`src/rtl/ps2_pkg.sv`:
```
// Shared definitions for the PS/2 Set-2 scan-code decoder: parser states,
// special scan codes and the printable-key translation table.
package ps2_pkg;

  typedef enum logic [1:0] {
    ST_IDLE,
    ST_EXT,
    ST_BRK,
    ST_EXT_BRK
  } ps2_state_t;

  localparam logic [7:0] SC_EXT      = 8'hE0;
  localparam logic [7:0] SC_BRK      = 8'hF0;
  localparam logic [7:0] SC_LSHIFT   = 8'h12;
  localparam logic [7:0] SC_RSHIFT   = 8'h59;
  localparam logic [7:0] SC_CAPS     = 8'h58;
  localparam logic [7:0] SC_ACK      = 8'hFA;
  localparam logic [7:0] SC_BAT      = 8'hAA;
  localparam logic [7:0] SC_KP_ENTER = 8'h5A;

  // Returns {hit, ascii}; upper selects letter case, shifted selects digit symbols.
  function automatic logic [8:0] sc2ascii(input logic [7:0] code, input logic upper,
                                          input logic shifted);
    logic [7:0] l;
    logic [8:0] r;
    l = 8'h00;
    r = 9'h000;
    case (code)
      8'h1C: l = "a";  8'h32: l = "b";  8'h21: l = "c";  8'h23: l = "d";
      8'h24: l = "e";  8'h2B: l = "f";  8'h34: l = "g";  8'h33: l = "h";
      8'h43: l = "i";  8'h3B: l = "j";  8'h42: l = "k";  8'h4B: l = "l";
      8'h3A: l = "m";  8'h31: l = "n";  8'h44: l = "o";  8'h4D: l = "p";
      8'h15: l = "q";  8'h2D: l = "r";  8'h1B: l = "s";  8'h2C: l = "t";
      8'h3C: l = "u";  8'h2A: l = "v";  8'h1D: l = "w";  8'h22: l = "x";
      8'h35: l = "y";  8'h1A: l = "z";
      default: l = 8'h00;
    endcase
    if (l != 8'h00) begin
      r = {1'b1, upper ? (l ^ 8'h20) : l};
    end else begin
      case (code)
        8'h45: r = {1'b1, shifted ? ")" : "0"};
        8'h16: r = {1'b1, shifted ? "!" : "1"};
        8'h1E: r = {1'b1, shifted ? "@" : "2"};
        8'h26: r = {1'b1, shifted ? "#" : "3"};
        8'h25: r = {1'b1, shifted ? "$" : "4"};
        8'h2E: r = {1'b1, shifted ? "%" : "5"};
        8'h36: r = {1'b1, shifted ? "^" : "6"};
        8'h3D: r = {1'b1, shifted ? "&" : "7"};
        8'h3E: r = {1'b1, shifted ? "*" : "8"};
        8'h46: r = {1'b1, shifted ? "(" : "9"};
        8'h29: r = {1'b1, 8'h20};
        8'h5A: r = {1'b1, 8'h0D};
        8'h66: r = {1'b1, 8'h08};
        default: r = 9'h000;
      endcase
    end
    return r;
  endfunction

endpackage

```
`src/rtl/ps2_scan_decoder_fifo.sv`:
```
// Small synchronous FIFO with a registered head-of-queue output that reads
// 0 when empty and is valid in the same cycle the first entry lands.
module sync_fifo #(
  parameter int WIDTH = 8,
  parameter int DEPTH = 8
) (
  input  logic             clk,
  input  logic             rst,
  input  logic             i_push,
  input  logic [WIDTH-1:0] i_wdata,
  input  logic             i_pop,
  output logic [WIDTH-1:0] o_rdata,
  output logic             o_full,
  output logic             o_empty
);

  localparam int AW = $clog2(DEPTH);
  localparam int CW = AW + 1;

  logic [WIDTH-1:0] r_mem [DEPTH];
  logic [AW-1:0]    r_wr_ptr, r_rd_ptr, w_rd_ptr_inc;
  logic [CW-1:0]    r_count, w_count_next;
  logic [WIDTH-1:0] r_rdata;
  logic             w_do_push, w_do_pop;

  assign o_full       = (r_count == CW'(DEPTH));
  assign o_empty      = (r_count == '0);
  assign w_do_pop     = i_pop && !o_empty;
  // A full FIFO still accepts a push when the head leaves in the same cycle.
  assign w_do_push    = i_push && (!o_full || w_do_pop);
  assign w_rd_ptr_inc = r_rd_ptr + AW'(1);
  assign o_rdata      = r_rdata;

  always_comb begin
    w_count_next = r_count;
    case ({w_do_push, w_do_pop})
      2'b10:   w_count_next = r_count + CW'(1);
      2'b01:   w_count_next = r_count - CW'(1);
      default: w_count_next = r_count;
    endcase
  end

  always_ff @(posedge clk) begin
    if (w_do_push) r_mem[r_wr_ptr] <= i_wdata;
  end

  always_ff @(posedge clk) begin
    if (rst) begin
      r_wr_ptr <= '0;
      r_rd_ptr <= '0;
      r_count  <= '0;
      r_rdata  <= '0;
    end else begin
      r_count <= w_count_next;
      if (w_do_push) r_wr_ptr <= r_wr_ptr + AW'(1);
      if (w_do_pop)  r_rd_ptr <= w_rd_ptr_inc;
      // Bypass the array when the incoming entry becomes the new head.
      if (w_count_next == '0)
        r_rdata <= '0;
      else if (w_do_push && (o_empty || (r_count == CW'(1) && w_do_pop)))
        r_rdata <= i_wdata;
      else if (w_do_pop)
        r_rdata <= r_mem[w_rd_ptr_inc];
    end
  end

endmodule

```
`src/rtl/ps2_scan_decoder.sv`:
```
// Set-2 scan-code parser: E0/F0 prefix handling, Shift/Caps tracking and
// ASCII translation feeding a character FIFO.
module ps2_scan_decoder
  import ps2_pkg::*;
#(
  parameter int DEPTH = 8
) (
  input  logic       clk,
  input  logic       rst,
  input  logic [7:0] code_in,
  input  logic       code_valid,
  output logic [7:0] out_data,
  output logic       out_valid,
  input  logic       out_ready,
  output logic       shift_on,
  output logic       caps_on,
  output logic       overflow
);

  ps2_state_t r_state, w_state_next;
  logic       r_lshift, r_rshift, r_caps, r_caps_armed, r_overflow;
  logic       w_make, w_brk, w_ext, w_is_mod, w_push, w_full, w_empty, w_shift;
  logic [8:0] w_xlat;
  logic [7:0] w_push_data;
  logic       w_prefix;

  assign w_shift  = r_lshift | r_rshift;
  assign w_prefix = (code_in == SC_EXT) || (code_in == SC_BRK);
  assign w_is_mod = (code_in == SC_LSHIFT) || (code_in == SC_RSHIFT) || (code_in == SC_CAPS);
  assign w_xlat   = sc2ascii(code_in, w_shift ^ r_caps, w_shift);

  always_comb begin
    w_state_next = r_state;
    w_make       = 1'b0;
    w_brk        = 1'b0;
    w_ext        = 1'b0;
    if (code_valid) begin
      case (r_state)
        ST_IDLE: begin
          if (code_in == SC_EXT)      w_state_next = ST_EXT;
          else if (code_in == SC_BRK) w_state_next = ST_BRK;
          else if (code_in != SC_BAT && code_in != SC_ACK) w_make = 1'b1;
        end
        ST_EXT: begin
          if (code_in == SC_BRK) w_state_next = ST_EXT_BRK;
          else if (code_in != SC_EXT) begin
            w_make       = 1'b1;
            w_ext        = 1'b1;
            w_state_next = ST_IDLE;
          end
        end
        ST_BRK: begin
          if (!w_prefix) begin
            w_brk        = 1'b1;
            w_state_next = ST_IDLE;
          end
        end
        default: begin
          if (!w_prefix) begin
            w_brk        = 1'b1;
            w_ext        = 1'b1;
            w_state_next = ST_IDLE;
          end
        end
      endcase
    end
  end

  // Keypad Enter is the only extended key that produces a character.
  assign w_push      = w_make && (w_ext ? (code_in == SC_KP_ENTER) : (!w_is_mod && w_xlat[8]));
  assign w_push_data = w_ext ? 8'h0D : w_xlat[7:0];

  always_ff @(posedge clk) begin
    if (rst) begin
      r_state      <= ST_IDLE;
      r_lshift     <= 1'b0;
      r_rshift     <= 1'b0;
      r_caps       <= 1'b0;
      r_caps_armed <= 1'b1;
      r_overflow   <= 1'b0;
    end else begin
      r_state <= w_state_next;
      if (w_make && !w_ext) begin
        if (code_in == SC_LSHIFT) r_lshift <= 1'b1;
        if (code_in == SC_RSHIFT) r_rshift <= 1'b1;
        if (code_in == SC_CAPS && r_caps_armed) begin
          r_caps       <= ~r_caps;
          r_caps_armed <= 1'b0;
        end
      end
      if (w_brk && !w_ext) begin
        if (code_in == SC_LSHIFT) r_lshift <= 1'b0;
        if (code_in == SC_RSHIFT) r_rshift <= 1'b0;
        if (code_in == SC_CAPS)   r_caps_armed <= 1'b1;
      end
      if (w_push && w_full && !out_ready) r_overflow <= 1'b1;
    end
  end

  sync_fifo #(
    .WIDTH (8),
    .DEPTH (DEPTH)
  ) u_fifo (
    .clk     (clk),
    .rst     (rst),
    .i_push  (w_push),
    .i_wdata (w_push_data),
    .i_pop   (out_ready && out_valid),
    .o_rdata (out_data),
    .o_full  (w_full),
    .o_empty (w_empty)
  );

  assign out_valid = ~w_empty;
  assign shift_on  = w_shift;
  assign caps_on   = r_caps;
  assign overflow  = r_overflow;

endmodule
```
`config.mk`:
```
export PLATFORM = sky130hd
export DESIGN_NAME = ps2_scan_decoder
export DESIGN_NICKNAME = d
export VERILOG_FILES = /design/src/rtl/ps2_pkg.sv /design/src/rtl/ps2_scan_decoder_fifo.sv /design/src/rtl/ps2_scan_decoder.sv
export SDC_FILE = /design/constraint.sdc
export NUM_CORES = 1
export LEC_CHECK = 0
export BUFFER_PORTS_ARGS = -buffer_cell sky130_fd_sc_hd__buf_2
export CORE_MARGIN = 2
export CORE_UTILIZATION = 50
export CTS_BUF_LIST = sky130_fd_sc_hd__clkbuf_4 sky130_fd_sc_hd__clkbuf_8
export CTS_CLUSTER_DIAMETER = 30
export CTS_CLUSTER_SIZE = 10
export DETAILED_ROUTE_END_ITERATION = 10
export PLACE_DENSITY = 0.67
export SLEW_MARGIN = 20
export SYNTH_ARGS = -nofsm -noshare
export SYNTH_HDL_FRONTEND = slang
export SYNTH_SLANG_ARGS = --single-unit
```
`constraint.sdc`:
```
create_clock -name clk -period 5.4 [get_ports clk]
set_input_delay 0.54 -clock clk [delete_from_list [all_inputs] [get_ports clk]]
set_output_delay 0.54 -clock clk [all_outputs]
set_load 0.05 [all_outputs]
```
==> results.cfg <==
[sta]
post-route-min-period_ps = 4410
clock_skew_ps = 7.91
fin_tns_setup_ps = 0
fmax_mhz = 227
min_period_over_period = 0.817
maxSlewHeadroom = 0.334
hold_viol_final = 0
setup_viol = 0
rsz0062_at_grt = no
slew_viol_final = 0
worst_pin_slew_ps = 995

[logic_synthesis]
ys_warn_count = 0
yosysUniqueCellTypes = 71
synth-main-ff-cell = edfxtp_1
yosys.area.top_type = edfxtp_1
synthesis.nets = 459
async_reset_ff_frac = 0
synth_edf_count = 56
yosys.area.top_type_share = 0.357
syn-instance-count = 433
syn-cell-area_sq_um = 4710
synthTopCellsByArea = edfxtp_1 36%, dfxtp_1 10%, mux4_2 6.7%
ys_ff_latch = 80
synth_area_per_cell_sq_um = 10.9
seq_area_frac_synth = 0.459

[routing]
drt_iter0_markers = 218
vias_per_cell = 6.39
wl_per_cell_um = 19.8
route.detailed.drc = 0
vias = 3593
firstDrtPassIters = 4
drt_wl_total_um = 11100
ant_nets = 0

[layout]
final_cell_count_no_fill = 562
antenna_cells = 0
n_fill_cell = 810
final_common_cell = edfxtp_1
final_cell_mix = 56 x edfxtp_1, 44 x nand2_1, 31 x nor2_1
drive_gt1_frac = 0.171
syn_to_final_growth_pct = 7.02
num-nets-final = 472

[critical_path]
crit_family = compound AO/OA/AOI/OAI gates
cp.arrival_ps = 4650
start_kind = input port
crit_required_ps = 5640
criticalPathCategory = input port to register
critPathLaunch = code_in[1]
cp_slowest_stage_delay_ps = 480
r2r_start = u_fifo.r_count[0]
cpMaxStageDelayCell = a311o_1
worst-path-buf-inv = 4
cp-end-kind = register
crit_top_cell = inv_1
r2r_slack_ps = 1920
cp_max_fo = 12
path_cells = buf_2 > inv_1 > ha_1 > nand2_1 > o221ai_1 > a31oi_1 > nand3_1 > nor4_4 > a311o_1 > inv_1 > ha_1 > a21oi_1 > o21ai_0 > a21oi_1 > a41oi_1 > inv_1 > o41ai_1

[floorplanning]
die_area_sq_um = 10200
ios = 24
rows = 35
die_h_um = 101
start_util = 0.512
die_w_um = 101
core-area_sq_um = 9200

[power_and_ir_drop]
fin_total_pwr_mw = 1.31
powerDensity_nw_per_um2 = 260
p_seq_frac = 0.513
intPower_mw = 0.953
switching_share = 0.273
p_comb_frac = 0.136
max-vdd-ir-drop_mv = 0.147
leakagePower_nw = 1.78
p_clk_frac = 0.351
switchingPower_mw = 0.358

[clock_network]
clockBufferDepth = 2
cts_tree = built
numCtsBuffers = 9
cts_root_buffer = clkbuf_8
clock_sink_count = 80
h-tree-depth = 3
insertion_delay_ps = 350
postCtsSetupRepairBufs = 0
clkTransAtPathRegs_ps = 90
cts_resized = 0
cts_hold_buf = 0

[grt]
grt_pass1_wl_um = 18000
grt_max_degree = 41
grt_pass1_vias = 3404
antenna_found_initial = 0
grt_usage = 0.231
grt-ovfl-total = 0

[place]
dp.cells = 546
port_buffers = 22
hpwl_um = 7770
gp_congestion = 1.01

[run]
maxCapViolCount = 0

[worst_hold_path]
min_path_type = register to register

[status]
status = finished, final reports clean
==> cells in the mapped netlist, types with 3 or more instances <==
master and count:
edfxtp_1 56, nand2_1 44, nor2_1 31, a21oi_1 25, dfxtp_1 24, mux2i_1 22, o21ai_0 16, inv_1 15
ha_1 14, mux4_2 14, nor3_1 14, nand2b_1 11, buf_4 9, clkbuf_1 7, o211ai_1 7, buf_6 6
nand3_1 6, nor4_1 6, xnor2_1 6, o22ai_1 5, a31oi_1 4, buf_2 4, nor2b_1 4, nor4b_1 4
a211o_1 3, a311oi_1 3, and3_1 3, inv_2 3, nand3b_1 3, o21a_1 3, o41ai_1 3, or4_1 3
xor2_1 3
==> sequential cells by signal, indices dropped and copies added (netlist names), named ones only <==
| signal | flops |
|---|---|
| overflow | 1 |
| u_fifo.r_mem | 56 |
| u_fifo.r_rd_ptr | 3 |
| u_fifo.r_wr_ptr | 3 |
| caps_on | 1 |
| r_state | 2 |
| u_fifo.o_rdata | 7 |
| u_fifo.r_count | 4 |
==> stage by stage <==
stage,hold WS (ps),cell area [sq um],util,setup WS (ps)
CTS,456,5040,0.548,1070
global route,472,5040,0.548,496
finish,448,5040,0.548,991
global placement,426,4830,0.525,869
floorplan,414,4710,-,1080
detailed placement,440,4830,0.525,704
==> power groups by stage <==
stage / registers [mW] / logic, mW / clock network, mW
after floorplan: 0.687 / 0.137 / 0
after global placement: 0.686 / 0.172 / 0
after detailed placement: 0.687 / 0.175 / 0
after CTS: 0.673 / 0.175 / 0.472
after global routing: 0.675 / 0.194 / 0.493
final: 0.673 / 0.178 / 0.460
==> layout make-up <==
cell class              count  area [sq um]  area share
well taps                 111           139      0.0276
repair buffers             30           170      0.0338
clock inverters             7          86.3      0.0171
multi-input cells         307          2290       0.454
flip-flops and latches     80          2160       0.429
inverters                  18          67.6      0.0134
clock buffers               9           124      0.0246
==> layer usage <==
metal | wire, um | GRT usage | share of wire | vias up
met2 | 5120 | 0.350 | 0.46 | 118
li1 | - | - | - | 1666
met3 | 572 | 0.0430 | 0.051 | 19
met1 | 5180 | 0.331 | 0.47 | 1790
met5 | 0 | 0 | 0 | -
met4 | 235 | 0.0821 | 0.021 | 0
==> kinds of logic after synthesis <==
family | Yosys count | synth area share
xor gates and xnor gates | 9 | 0.0167
other | 1 | 0.000796
adders and majority gates | 14 | 0.0372
buffers and inverters | 46 | 0.0545
AOI/OAI and AO/OA | 98 | 0.144
muxes | 36 | 0.114
DFF | 80 | 0.459
and+or+nand+nor | 149 | 0.174
==> path summary, 6_finish.rpt <==
check | end | depth (start not counted)
max reg2reg | u_fifo.o_rdata[5] | 13
min reg2reg | register | 2
min | register | 2
max | u_fifo.o_rdata[5] | 17
==> worst min-delay path, cell delays in order, from the launching register on <==
cell	delay, ps
dfxtp_1	320
nand2_1	50
nand2_1	40
Power figures use the tool's default switching activity.
